==> src/rtl/keypad_conditioner_pkg.sv <==
// Shared types for the digital lock keypad front end:
// debouncer and arbiter state encodings, default key count.
package digital_lock_pkg;

    localparam int KEY_COUNT_DEFAULT = 4;

    typedef enum logic [1:0] {
        RELEASED     = 2'd0,
        PRESS_WAIT   = 2'd1,
        PRESSED      = 2'd2,
        RELEASE_WAIT = 2'd3
    } deb_state_e;

    typedef enum logic {
        IDLE = 1'b0,
        HOLD = 1'b1
    } arb_state_e;

    // Map a synchronised pin level to 1 = pressed.
    function automatic logic pressed_level(logic raw, logic active_low);
        return raw ^ active_low;
    endfunction

endpackage

==> src/rtl/keypad_conditioner_if.sv <==
// Keypad bundle: raw pins in, conditioned press code and status out.
// master = button/board side, slave = conditioner.
interface keypad_conditioner_if
#(
    parameter int KEY_COUNT = digital_lock_pkg::KEY_COUNT_DEFAULT
);
    logic [KEY_COUNT-1:0] key_raw;
    logic [KEY_COUNT-1:0] key;
    logic                 key_held;
    logic                 multi_press;

    modport master (
        output key_raw,
        input  key,
        input  key_held,
        input  multi_press
    );

    modport slave (
        input  key_raw,
        output key,
        output key_held,
        output multi_press
    );
endinterface

==> src/rtl/keypad_conditioner_key_debouncer.sv <==
// One button: 2-flop synchroniser, polarity normalise,
// then a saturating-count debounce FSM emitting a press event.
module key_debouncer
    import digital_lock_pkg::*;
#(
    parameter int DEBOUNCE_CYCLES = 4,
    parameter int COUNTER_WIDTH   = $clog2(DEBOUNCE_CYCLES + 1),
    parameter bit ACTIVE_LOW      = 1'b1
) (
    input  logic clock,
    input  logic reset,
    input  logic raw_i,
    output logic pressed_o,
    output logic press_evt_o,
    output logic released_o
);

    localparam logic IDLE_LVL = ACTIVE_LOW;
    localparam logic [COUNTER_WIDTH-1:0] TARGET =
        COUNTER_WIDTH'(DEBOUNCE_CYCLES);
    localparam logic [COUNTER_WIDTH-1:0] ONE = COUNTER_WIDTH'(1);

    logic                     sync1_q;
    logic                     sync2_q;
    logic                     sample;
    deb_state_e               state_q;
    deb_state_e               state_d;
    logic [COUNTER_WIDTH-1:0] count_q;
    logic [COUNTER_WIDTH-1:0] count_d;
    logic [COUNTER_WIDTH-1:0] count_inc;
    logic                     evt_q;
    logic                     evt_d;

    // Two-flop synchroniser, parked at the idle pin level in reset.
    always_ff @(posedge clock or negedge reset) begin
        if (!reset) begin
            sync1_q <= IDLE_LVL;
            sync2_q <= IDLE_LVL;
        end else begin
            sync1_q <= raw_i;
            sync2_q <= sync1_q;
        end
    end

    assign sample    = pressed_level(sync2_q, ACTIVE_LOW);
    assign count_inc = (count_q >= TARGET) ? count_q : count_q + ONE;

    // Debounce FSM state, stable-sample counter and event flop.
    always_ff @(posedge clock or negedge reset) begin
        if (!reset) begin
            state_q <= RELEASED;
            count_q <= '0;
            evt_q   <= 1'b0;
        end else begin
            state_q <= state_d;
            count_q <= count_d;
            evt_q   <= evt_d;
        end
    end

    // Next state: a contrary sample extends the run, a matching one aborts it.
    always_comb begin
        state_d = state_q;
        count_d = count_q;
        evt_d   = 1'b0;
        unique case (state_q)
            RELEASED: begin
                if (sample) begin
                    if (ONE >= TARGET) begin
                        state_d = PRESSED;
                        count_d = '0;
                        evt_d   = 1'b1;
                    end else begin
                        state_d = PRESS_WAIT;
                        count_d = ONE;
                    end
                end
            end
            PRESS_WAIT: begin
                if (!sample) begin
                    state_d = RELEASED;
                    count_d = '0;
                end else if (count_inc >= TARGET) begin
                    state_d = PRESSED;
                    count_d = '0;
                    evt_d   = 1'b1;
                end else begin
                    count_d = count_inc;
                end
            end
            PRESSED: begin
                if (!sample) begin
                    if (ONE >= TARGET) begin
                        state_d = RELEASED;
                        count_d = '0;
                    end else begin
                        state_d = RELEASE_WAIT;
                        count_d = ONE;
                    end
                end
            end
            RELEASE_WAIT: begin
                if (sample) begin
                    state_d = PRESSED;
                    count_d = '0;
                end else if (count_inc >= TARGET) begin
                    state_d = RELEASED;
                    count_d = '0;
                end else begin
                    count_d = count_inc;
                end
            end
            default: begin
                state_d = RELEASED;
                count_d = '0;
            end
        endcase
    end

    assign pressed_o   = (state_q == PRESSED) || (state_q == RELEASE_WAIT);
    assign released_o  = (state_q == RELEASED);
    assign press_evt_o = evt_q;

endmodule

==> src/rtl/keypad_conditioner.sv <==
// Keypad front end: per-key debouncers plus a one-key-at-a-time arbiter.
// Optional KEYPAD_MULTIPRESS_ERROR_EN enables the multi_press pulse.
module keypad_conditioner
    import digital_lock_pkg::*;
#(
    parameter int CLOCK_HZ        = 50000000,
    parameter int DEBOUNCE_MS     = 20,
    parameter int DEBOUNCE_CYCLES = CLOCK_HZ / 1000 * DEBOUNCE_MS,
    parameter int COUNTER_WIDTH   = $clog2(DEBOUNCE_CYCLES + 1),
    parameter int KEY_COUNT       = KEY_COUNT_DEFAULT,
    parameter int KEYS_ACTIVE_LOW = 1
) (
    input  logic                 clock,
    input  logic                 reset,
    keypad_conditioner_if.slave  kif
);

    logic [KEY_COUNT-1:0] evt;
    logic [KEY_COUNT-1:0] pressed;
    logic [KEY_COUNT-1:0] released;
    logic                 any_evt;
    logic                 single_evt;
    logic                 all_released;
    arb_state_e           arb_q;
    arb_state_e           arb_d;
    logic [KEY_COUNT-1:0] key_q;
    logic [KEY_COUNT-1:0] key_d;

    for (genvar i = 0; i < KEY_COUNT; i++) begin : g_key
        key_debouncer #(
            .DEBOUNCE_CYCLES (DEBOUNCE_CYCLES),
            .COUNTER_WIDTH   (COUNTER_WIDTH),
            .ACTIVE_LOW      (KEYS_ACTIVE_LOW != 0)
        ) u_deb (
            .clock       (clock),
            .reset       (reset),
            .raw_i       (kif.key_raw[i]),
            .pressed_o   (pressed[i]),
            .press_evt_o (evt[i]),
            .released_o  (released[i])
        );
    end

    assign any_evt      = |evt;
    assign single_evt   = any_evt &&
                          ((evt & (evt - KEY_COUNT'(1))) == '0);
    assign all_released = &released;

    // Arbiter state and registered one-hot press code.
    always_ff @(posedge clock or negedge reset) begin
        if (!reset) begin
            arb_q <= IDLE;
            key_q <= '0;
        end else begin
            arb_q <= arb_d;
            key_q <= key_d;
        end
    end

    // Accept a lone event in IDLE; anything else just parks in HOLD.
    always_comb begin
        arb_d = arb_q;
        key_d = '0;
        unique case (arb_q)
            IDLE: begin
                if (any_evt) begin
                    arb_d = HOLD;
                    if (single_evt) key_d = evt;
                end
            end
            HOLD: begin
                if (all_released) arb_d = IDLE;
            end
            default: arb_d = IDLE;
        endcase
    end

    assign kif.key      = key_q;
    assign kif.key_held = |pressed;

`ifdef KEYPAD_MULTIPRESS_ERROR_EN
    logic mp_q;
    logic mp_d;

    // Flag events that the arbiter refused.
    always_comb begin
        mp_d = 1'b0;
        unique case (arb_q)
            IDLE:    mp_d = any_evt && !single_evt;
            HOLD:    mp_d = any_evt;
            default: mp_d = 1'b0;
        endcase
    end

    // Register the rejection pulse.
    always_ff @(posedge clock or negedge reset) begin
        if (!reset) mp_q <= 1'b0;
        else        mp_q <= mp_d;
    end

    assign kif.multi_press = mp_q;
`else
    assign kif.multi_press = 1'b0;
`endif

endmodule

==> src/flat_wrapper.sv <==
// flat-port wrapper written by rule: the top's interface ports become plain ports
module keypad_conditioner_flat import digital_lock_pkg::*;
#(
    parameter int CLOCK_HZ        = 50000000,
    parameter int DEBOUNCE_MS     = 20,
    parameter int DEBOUNCE_CYCLES = CLOCK_HZ / 1000 * DEBOUNCE_MS,
    parameter int COUNTER_WIDTH   = $clog2(DEBOUNCE_CYCLES + 1),
    parameter int KEY_COUNT       = KEY_COUNT_DEFAULT,
    parameter int KEYS_ACTIVE_LOW = 1
)
  (clock, reset, kif_key_raw, kif_key, kif_key_held, kif_multi_press);
  keypad_conditioner_if #(.KEY_COUNT(KEY_COUNT)) kif_i ();
  input  logic clock;
  input  logic reset;
  input wire logic [$bits(kif_i.key_raw)-1:0] kif_key_raw;
  output wire logic [$bits(kif_i.key)-1:0] kif_key;
  output wire logic [$bits(kif_i.key_held)-1:0] kif_key_held;
  output wire logic [$bits(kif_i.multi_press)-1:0] kif_multi_press;
  assign kif_i.key_raw = kif_key_raw;
  assign kif_key = kif_i.key;
  assign kif_key_held = kif_i.key_held;
  assign kif_multi_press = kif_i.multi_press;
  keypad_conditioner #(.CLOCK_HZ(CLOCK_HZ), .DEBOUNCE_MS(DEBOUNCE_MS), .DEBOUNCE_CYCLES(DEBOUNCE_CYCLES), .COUNTER_WIDTH(COUNTER_WIDTH), .KEY_COUNT(KEY_COUNT), .KEYS_ACTIVE_LOW(KEYS_ACTIVE_LOW)) u_core (.clock(clock), .reset(reset), .kif(kif_i));
endmodule
==> config.mk <==
export PLATFORM = sky130hd
export DESIGN_NAME = keypad_conditioner_flat
export DESIGN_NICKNAME = d
export VERILOG_FILES = /design/src/rtl/keypad_conditioner_pkg.sv /design/src/rtl/keypad_conditioner_if.sv /design/src/rtl/keypad_conditioner_key_debouncer.sv /design/src/rtl/keypad_conditioner.sv /design/src/flat_wrapper.sv
export SDC_FILE = /design/constraint.sdc
export NUM_CORES = 1
export LEC_CHECK = 0
export BUFFER_PORTS_ARGS = -buffer_cell sky130_fd_sc_hd__buf_2
export CAP_MARGIN = 25
export CORE_ASPECT_RATIO = 1.25
export CORE_UTILIZATION = 60
export DETAILED_ROUTE_END_ITERATION = 6
export GPL_TIMING_DRIVEN = 0
export PLACE_DENSITY_LB_ADDON = 0.3
export SETUP_SLACK_MARGIN = 0.15
export SYNTH_ARGS = -nofsm -noshare
export SYNTH_HDL_FRONTEND = slang
export SYNTH_SLANG_ARGS = --single-unit
==> constraint.sdc <==
create_clock -name clock -period 5.1 [get_ports clock]
set_input_delay 0.255 -clock clock [delete_from_list [all_inputs] [get_ports clock]]
set_output_delay 0.255 -clock clock [all_outputs]
set_load 0.005 [all_outputs]
==> results of run 1 <==
[final cells by class]
type	count	area (µm²)	area share, %
Multi-Input combinational cell	641	3900	52.2
Inverter	25	93.8	1.26
Tap cell	135	169	2.26
Buffer	40	189	2.53
Clock buffer	12	256	3.43
Sequential cell	105	2640	35.3
Clock inverter	4	98.8	1.32
Timing Repair Buffer	16	130	1.74
[power groups by stage]
| stage | Sequential (W) | Combinational (W) | Clock (W) |
|---|---|---|---|
| floorplan | 0.000906 | 0.0000994 | 0 |
| global placement | 0.000915 | 0.000141 | 0 |
| detailed placement | 0.000918 | 0.000150 | 0 |
| CTS | 0.000904 | 0.000153 | 0.000828 |
| global route | 0.000910 | 0.000172 | 0.000855 |
| finish | 0.000906 | 0.000155 | 0.000820 |
[worst max-delay path: stages, from the launching register on]
cell and delay [ns]:
dfrtp_1 0.36, clkbuf_1 0.21, nor3_1 0.36, nand3_1 0.21
a2111oi_1 0.75, xnor2_1 0.19, a211oi_1 0.08, a211oi_1 0.42
clkbuf_1 0.42, o21ai_0 0.24, o21ai_0 0.21
[flip-flops by register name, indices dropped and copies added (netlist names), named ones only]
register / cells
u_core.g_key.u_deb.sync2_q: 4
u_core.kif.key: 4
u_core.g_key.u_deb.sync1_q: 4
u_core.g_key.u_deb.count_q: 80
u_core.g_key.u_deb.state_q: 4
u_core.arb_q: 1
u_core.g_key.u_deb.press_evt_o: 4
[final timing paths]
| kind | end | cells past startpoint | slack, ns | start |
|---|---|---|---|---|
| max | u_core.g_key[0].u_deb.count_q[3] | 10 | 1.57 | u_core.g_key[0].u_deb.count_q[15] |
| min | u_core.g_key[2].u_deb.sync2_q | 0 | 0.36 | u_core.g_key[2].u_deb.sync1_q |
| max reg2reg | u_core.g_key[0].u_deb.count_q[3] | 10 | 1.57 | u_core.g_key[0].u_deb.count_q[15] |
| min reg2reg | u_core.g_key[2].u_deb.sync2_q | 0 | 0.36 | u_core.g_key[2].u_deb.sync1_q |
| max in group asynchronous | u_core.g_key[2].u_deb.sync2_q | 3 | 3.88 | reset |
| min in group asynchronous | u_core.g_key[3].u_deb.count_q[18] | 2 | 0.48 | reset |
[timing repair]
item / in CTS / in global routing
hold buffers: 5 / 0
gates resized for setup: 0 / 0
hold endpoints to repair: 49 / 0
[metal layers]
layer	wire (µm)	track usage (%)	vias up
met5	0	0	-
met4	590	15.3	0
met3	912	3.63	59
met2	8190	50.1	265
met1	7210	37.9	3151
li1	-	-	3102
[layout by cell type, fill, tap and decap left out, drive strengths merged, types with 15 or more instances in the layout]
cell / instances
nand4: 16
o21ai: 38
nor2: 64
buf: 23
a31oi: 36
inv: 25
dfrtp: 97
a21oi: 36
and2: 23
nor3: 31
and3: 18
clkbuf: 40
nand2: 110
nand3: 40
a211oi: 15
[through the flow]
step	power, W	setup slack (ns)	cell area, µm²	util, %	hold slack (ns)
after floorplan	0.00101	2.04	6820	-	-0.0406
after global routing	0.00194	1.20	7480	67.5	0.361
final	0.00188	1.57	7480	67.5	0.360
after global placement	0.00106	1.69	7040	63.5	0.347
after detailed placement	0.00107	1.64	7070	63.8	0.339
after CTS	0.00189	1.61	7480	67.5	0.361
[cells by family (layout without fill, tap and decap cells)]
group	count (synthesis)	after routing	share of synthesized area (%)
and+or+nand+nor	373	373	27.5
AOI/OAI and AO/OA	234	234	24.7
DFF	105	105	38.7
buffers and inverters	65	97	4.14
muxes	13	13	1.91
xor gates and xnor gates	12	12	1.54
adders and majority gates	8	8	1.47
other	1	1	0.0550
==> flow_summary.ini, run 1 <==
[power_and_ir_drop]
p_seq_share_pct = 48.2
power.share.combinational_pct = 8.2
p_sw_w = 0.000458
p_sw_share_pct = 24.4
power_density_nw_per_um2 = 252
p_int_w = 0.00142
leakage_nw = 3.02
peakVddDrop_v = 0.000170
clkPwrFrac_pct = 43.6

[setup_path]
cp-end-kind = register
start_kind = register
cp.required_ns = 5.37
crit_fanout = 10
critical_path_class = register to register
crit_arrival_ns = 3.79

[logic_synthesis]
ys_types = 77
yosysSeqAreaShare_pct = 38.7
synth.most_common_cell = nand2_1
synth_top_area_share_pct = 35.6
ys.flop_type = dfrtp_1
netlist_top_cells_count = 110 x nand2_1, 97 x dfrtp_1, 64 x nor2_1
synth_seq_cells = 105
syn_avg_cell_area_um2 = 8.41
synth_warnings = 0
syn-num-nets = 825
synth_cells = 811
async_flop_share_pct = 100
yosys.area.top_type = dfrtp_1
synth_edf_count = 0
yosys-top-cells-area = dfrtp_1 36%, nand2_1 6.1%, nor2_1 3.5%
synthesis.area_um2 = 6820

[cts]
numCtsBuffers = 9
htree_levels = 3
cts_tree = done
clkTransAtPathRegs_ns = 0.07
postCtsSetupBuffers = 0
cts_buffer_depth = 2
clock_latency_ns = 0.35
clock-sinks = 105
root_buffer = clkbuf_16

[drt]
drtAntennaViolNets = 0
num_vias = 6577
drtIter0Drc = 450
drcViolationCount = 0
viasPerCell = 6.72
drtPass1Iterations = 5
wire_per_inst_um = 17.3
postRouteWirelength_mm = 16.9

[layout]
fillerInstances = 892
nets = 852
stdcell_count = 978
num_antenna_cells = 0
drive_gt1_share_pct = 7.95
syn_to_final_growth_pct = 9.59

[global_route]
antenna_found_initial = 0
grt.total_usage_pct = 29.8
grt_pass1_wl_mm = 29.1
grt_overflow = 0
grt_pass1_vias = 6368
grt_max_degree = 55

[die]
dieArea_um2 = 11800
ios = 12
die_w_um = 97.4
core_area_um2 = 11100
rows = 43
start_util_pct = 61.6
die_h_um = 121

[run_status]
status = complete, no violations

[sta]
maxSlewHeadroom_pct = 39.3
fmax_mhz = 284
setup-violations-final = 0
finalHoldViolations = 0
fin_tns_setup_ns = 0
rsz0062_at_grt = false
finalCritPeriodShare_pct = 69.1
skew_ns = 0.00792
post-route-min-period_ns = 3.53
timing_worst_slew_pin_value_ns = 0.900
slew_violations = 0

[placed_design]
io_buffer_count = 10
place_inst = 957
dp_hpwl_mm = 11.8
gp_congestion = 0.941

[worst_hold_path]
hp-class = register to register

[run]
cap_violations = 0
Power figures use the tool's default switching activity.
==> run 2, diff against run 1 <==
Clock period 5.1 ns to 3.7 ns, I/O delays scaled along.
==> run 2 against run 1 <==
Utilization up 0.52 points. Sequential cell count unchanged. Clock power up 38%. Non-clock buffer count up 1. Via count down 0.30%. Worst setup slack worse by 1.2 ns. First-iteration DRC count up 2.9%. Critical path type unchanged. Largest cell class unchanged. Highest routed layer unchanged.
==> flow_summary.ini, run 2 (same netlist as run 1, synthesis figures left out) <==
[power_and_ir_drop]
p_int_w = 0.00196
p_seq_share_pct = 48.2
leakage_nw = 3.03
power_density_nw_per_um2 = 344
power.share.combinational_pct = 8.3
p_sw_share_pct = 24.4
clkPwrFrac_pct = 43.5
peakVddDrop_v = 0.000236
p_sw_w = 0.000632

[setup_path]
crit_fanout = 10
cp.required_ns = 3.97
cp-end-kind = register
critical_path_class = register to register
crit_arrival_ns = 3.61
start_kind = register

[sta]
slew_violations = 0
maxSlewHeadroom_pct = 51.2
skew_ns = 0.00742
rsz0062_at_grt = true
timing_worst_slew_pin_value_ns = 0.729
fin_tns_setup_ns = 0
finalHoldViolations = 0
setup-violations-final = 0
post-route-min-period_ns = 3.34
fmax_mhz = 299
finalCritPeriodShare_pct = 90.4
layout_setup_ws_ns = 0.357

[drt]
num_vias = 6557
wire_per_inst_um = 17.4
drtPass1Iterations = 5
drcViolationCount = 0
drtIter0Drc = 463
viasPerCell = 6.70
postRouteWirelength_mm = 17.0
drtAntennaViolNets = 0

[layout]
nets = 853
largest_reg_flops = 80
register_area_um2 = 2640
syn_to_final_growth_pct = 10.4
fillerInstances = 889
multi_input_area_um2 = 3950
final_common_cell = nand2_1
num_antenna_cells = 0
top_register = u_core.g_key.u_deb.count_q
layout_common_cells = 110 x nand2_1, 97 x dfrtp_1, 64 x nor2_1, 40 x nand3_1
drive_gt1_share_pct = 9.00
stdcell_count = 979

[worst_hold_path]
hp-class = register to register

[placed_design]
dp_hpwl_mm = 11.8
pre_cts_slack_ns = 0.242
place_inst = 957
gp_congestion = 0.941
io_buffer_count = 10

[cts]
clkTransAtPathRegs_ns = 0.07
htree_levels = 3
cts_tree = done
root_buffer = clkbuf_16
numCtsBuffers = 9
clock_latency_ns = 0.35
clock-sinks = 105
cts_buffer_depth = 2

[die]
start_util_pct = 61.6
core_area_um2 = 11100
die_h_um = 121
die_w_um = 97.4
dieArea_um2 = 11800
ios = 12
rows = 43

[run_status]
status = complete, no violations

[global_route]
grt_pass1_wl_mm = 29.1
grt_util_met3_pct = 3.63
grtUsageMet2_pct = 50.1
grt_busiest_layer = met2
met1_usage_pct = 37.9
grt_pass1_vias = 6368
antenna_found_initial = 0
grt_max_degree = 55
grt_overflow = 0
grt.total_usage_pct = 29.8

[run]
cap_violations = 0
run 2: cell types whose count changed in the layout (fill, tap and decap cells not counted), moves of 2 or more:
cell	change
a21oi_1	-2
a21oi_2	+2
clkbuf_1	-2
clkbuf_2	+2
run 2: worst paths after layout:
check	startpoint	endpoint	slack [ns]	depth (start not counted)
worst max-delay path	u_core.g_key[2].u_deb.count_q[6]	u_core.g_key[2].u_deb.count_q[11]	0.36	11
min in group asynchronous	reset	u_core.g_key[3].u_deb.count_q[17]	0.41	2
worst min register to register	u_core.g_key[2].u_deb.sync1_q	u_core.g_key[2].u_deb.sync2_q	0.36	0
worst min-delay path	u_core.g_key[2].u_deb.sync1_q	u_core.g_key[2].u_deb.sync2_q	0.36	0
max in group asynchronous	reset	u_core.g_key[2].u_deb.sync1_q	2.55	3
worst max register to register	u_core.g_key[2].u_deb.count_q[6]	u_core.g_key[2].u_deb.count_q[11]	0.36	11
run 2: area by class of cell:
cell class	count	area share (%)
multi-input combinational	641	52.4
sequential	105	35.0
clock buffer	12	3.40
buffer	40	2.54
tap	135	2.24
timing repair buffer	17	1.83
clock inverter	4	1.31
inverter	25	1.25
run 2: what timing repair did:
action                                 4_1_cts  5_1_grt
buffers inserted                             0        1
setup endpoints to repair                    0       71
gates resized for setup                      0       14
hold buffers                                 5        0
endpoints found under the hold margin       49        0
run 2: worst max-delay path: stages, from the launching register on:
cell       delay, ns
dfrtp_1         0.46
or3_1           0.39
a2111o_1        0.47
buf_6           0.17
a2111oi_4       0.39
mux2i_1         0.28
o2111ai_2       0.23
a31oi_2         0.27
buf_6           0.19
buf_6           0.15
o21ai_1         0.08
a31oi_1         0.18
run 2: power groups by stage:
stage,Combinational [W],Sequential [W],Clock (W)
floorplan,0.000137,0.00125,0
global placement,0.000195,0.00126,0
detailed placement,0.000207,0.00127,0
global route,0.000239,0.00125,0.00118
finish,0.000215,0.00125,0.00113
CTS,0.000211,0.00125,0.00114
run 2: layer usage:
layer	wire (µm)	share of wire, %
met1	7280	43
met2	8310	49
met3	856	5.0
met4	595	3.5
met5	0	0
run 2: stage by stage:
stage	cell area [µm²]	utilization (%)	hold WS, ns	total power [W]
2_1_floorplan	6820	-	-0.111	0.00139
4_1_cts	7480	67.5	0.361	0.00260
3_5_place_dp	7070	63.8	0.269	0.00147
5_1_grt	7530	68.0	0.361	0.00267
6_report	7530	68.0	0.357	0.00259
3_3_place_gp	7040	63.5	0.290	0.00146
==> run 3, diff against run 2 <==
Settings changed: CORE_MARGIN set to 3, SLEW_MARGIN set to 15.
==> run 3 against run 2 <==
Hold slack got worse by 0.012 ns. Power fell by 4.9%. Sequential cell count did not move. Critical endpoint is now u_core.g_key[2].u_deb.count_q[18].
==> flow_summary.ini, run 3 (same netlist as run 1, synthesis figures left out) <==
[run_status]
status = complete, no violations

[cts]
clock-sinks = 105
clock_latency_ns = 0.35
root_buffer = clkbuf_16
cts_tree = done
cts_buffer_depth = 2
clkTransAtPathRegs_ns = 0.07
numCtsBuffers = 9
htree_levels = 3

[placed_design]
gp_congestion = 0.970
pre_cts_slack_ns = 0.171
placed_area_um2 = 7070
io_buffer_count = 10
dp_hpwl_mm = 11.8

[sta]
timing_worst_slew_pin_value_ns = 0.733
layout_setup_ws_ns = 0.287
finalHoldViolations = 0
whs_ns = 0.345
slew_violations = 0
fin_tns_setup_ns = 0
finalCritPeriodShare_pct = 92.2
post-route-min-period_ns = 3.41
maxSlewHeadroom_pct = 51.0
fmax_mhz = 293
setup-violations-final = 0
skew_ns = 0.00694
rsz0062_at_grt = false

[setup_path]
cp_common_cell = buf_6
cp_top_family = compound AO/OA/AOI/OAI gates
slowest_stage = a21oi_1
cp-end-kind = register
path_cells = or3_1 > a2111o_1 > buf_6 > a21oi_1 > nand4_1 > and3_1 > a31oi_2 > buf_6 > buf_6 > o21ai_1 > a31oi_1
cp.required_ns = 3.97
reg2reg_from = u_core.g_key[2].u_deb.count_q[6]
critPathCapture = u_core.g_key[2].u_deb.count_q[18]
r2r_cells = 11
r2r_slack_ns = 0.29
crit_start = u_core.g_key[2].u_deb.count_q[6]
cp.depth = 11
crit_arrival_ns = 3.68
cp_num_buf_inv = 3
cpPeakStageDelay_ns = 0.55
crit_fanout = 10
r2r-end = u_core.g_key[2].u_deb.count_q[18]
critical_path_class = register to register
start_kind = register

[layout]
final_common_cell = nand2_1
finish.utilization_pct = 69.4
syn_to_final_growth_pct = 10.1
layout_common_cells = 110 x nand2_1, 97 x dfrtp_1, 64 x nor2_1, 40 x nand3_1, 35 x a21oi_1
nets = 856
num_antenna_cells = 0
drive_gt1_share_pct = 9.21
stdcell_area_um2 = 7510
largest_reg_flops = 80
top_register = u_core.g_key.u_deb.count_q

[global_route]
grt_max_degree = 55
antenna_found_initial = 0
grt_pass1_vias = 6192
grt_pass1_wl_mm = 28.8
grt.total_usage_pct = 27.2
grt_overflow = 0

[drt]
viasPerCell = 6.76
drcViolationCount = 0
wire_per_inst_um = 17.3
postRouteWirelength_mm = 17.0
drtPass1Iterations = 6
drtIter0Drc = 436
drtAntennaViolNets = 0
num_vias = 6615

[die]
die_w_um = 101
start_util_pct = 63.0
dieArea_um2 = 12700
die_h_um = 125
ios = 12
core_area_um2 = 10800
rows = 42

[power_and_ir_drop]
power_density_nw_per_um2 = 328
peakVddDrop_v = 0.000266
leakage_nw = 3.04

[run]
cap_violations = 0

[worst_hold_path]
hp-class = primary input to async pin
[run 3: through the flow]
step	power, W	cells
finish	0.00247	979
global route	0.00256	979
CTS	0.00248	975
detailed placement	0.00147	954
global placement	0.00146	953
floorplan	0.00139	811
[run 3: where the power goes]
part	total [W]	internal [W]	switching, W
Sequential	0.00125	0.00119	0.0000571
Combinational	0.000218	0.0000731	0.000145
Clock	0.00100	0.000553	0.000449
Total	0.00247	0.00181	0.000651
[run 3: worst min path at each step]
stage	start	end	cells after the start	slack [ns]
6_report	reset	u_core.g_key[3].u_deb.count_q[16]	2	0.34
5_1_grt	u_core.g_key[3].u_deb.sync1_q	u_core.g_key[3].u_deb.sync2_q	0	0.36
4_1_cts	reset	u_core.g_key[3].u_deb.count_q[16]	2	0.36
3_5_place_dp	reset	u_core.g_key[3].u_deb.count_q[16]	1	0.16
3_3_place_gp	kif_key_raw[2]	u_core.g_key[2].u_deb.sync1_q	1	0.29
2_1_floorplan	reset	async pin	0	-0.11
[run 3: worst register-to-register path, delay by kind of cell (launching register included)]
family | cells | cell delay (ns)
compound gates | 5 | 1.53
simple gates | 3 | 0.81
buf+inv | 3 | 0.53
flops | 1 | 0.46
[run 3: cell type report]
class	instances	area (µm²)
plain buffers	40	190
inverters	25	93.8
multi-input cells	641	3950
flip-flops and latches	105	2640
repair buffers	20	164
well taps	132	165
clock buffers	10	239
clock inverters	6	76.3
fillers	894	3310
[run 3: repair_timing]
item / 4_1_cts / 5_1_grt
pin swaps: 0 / 3
hold buffers: 5 / 0
resized for setup: 1 / 11
setup buffers: 0 / 4
setup endpoints to repair: 1 / 60
endpoints found under the hold margin: 53 / 0
[run 3: metal layers]
layer | wire length [µm] | share of wire (%) | global-route usage (%) | vias up
li1 | - | - | - | 3121
met3 | 1010 | 6.0 | 3.34 | 49
met1 | 7320 | 43 | 36.2 | 3145
met5 | 0 | 0 | 0 | -
met4 | 383 | 2.3 | 10.9 | 0
met2 | 8260 | 49 | 44.6 | 300
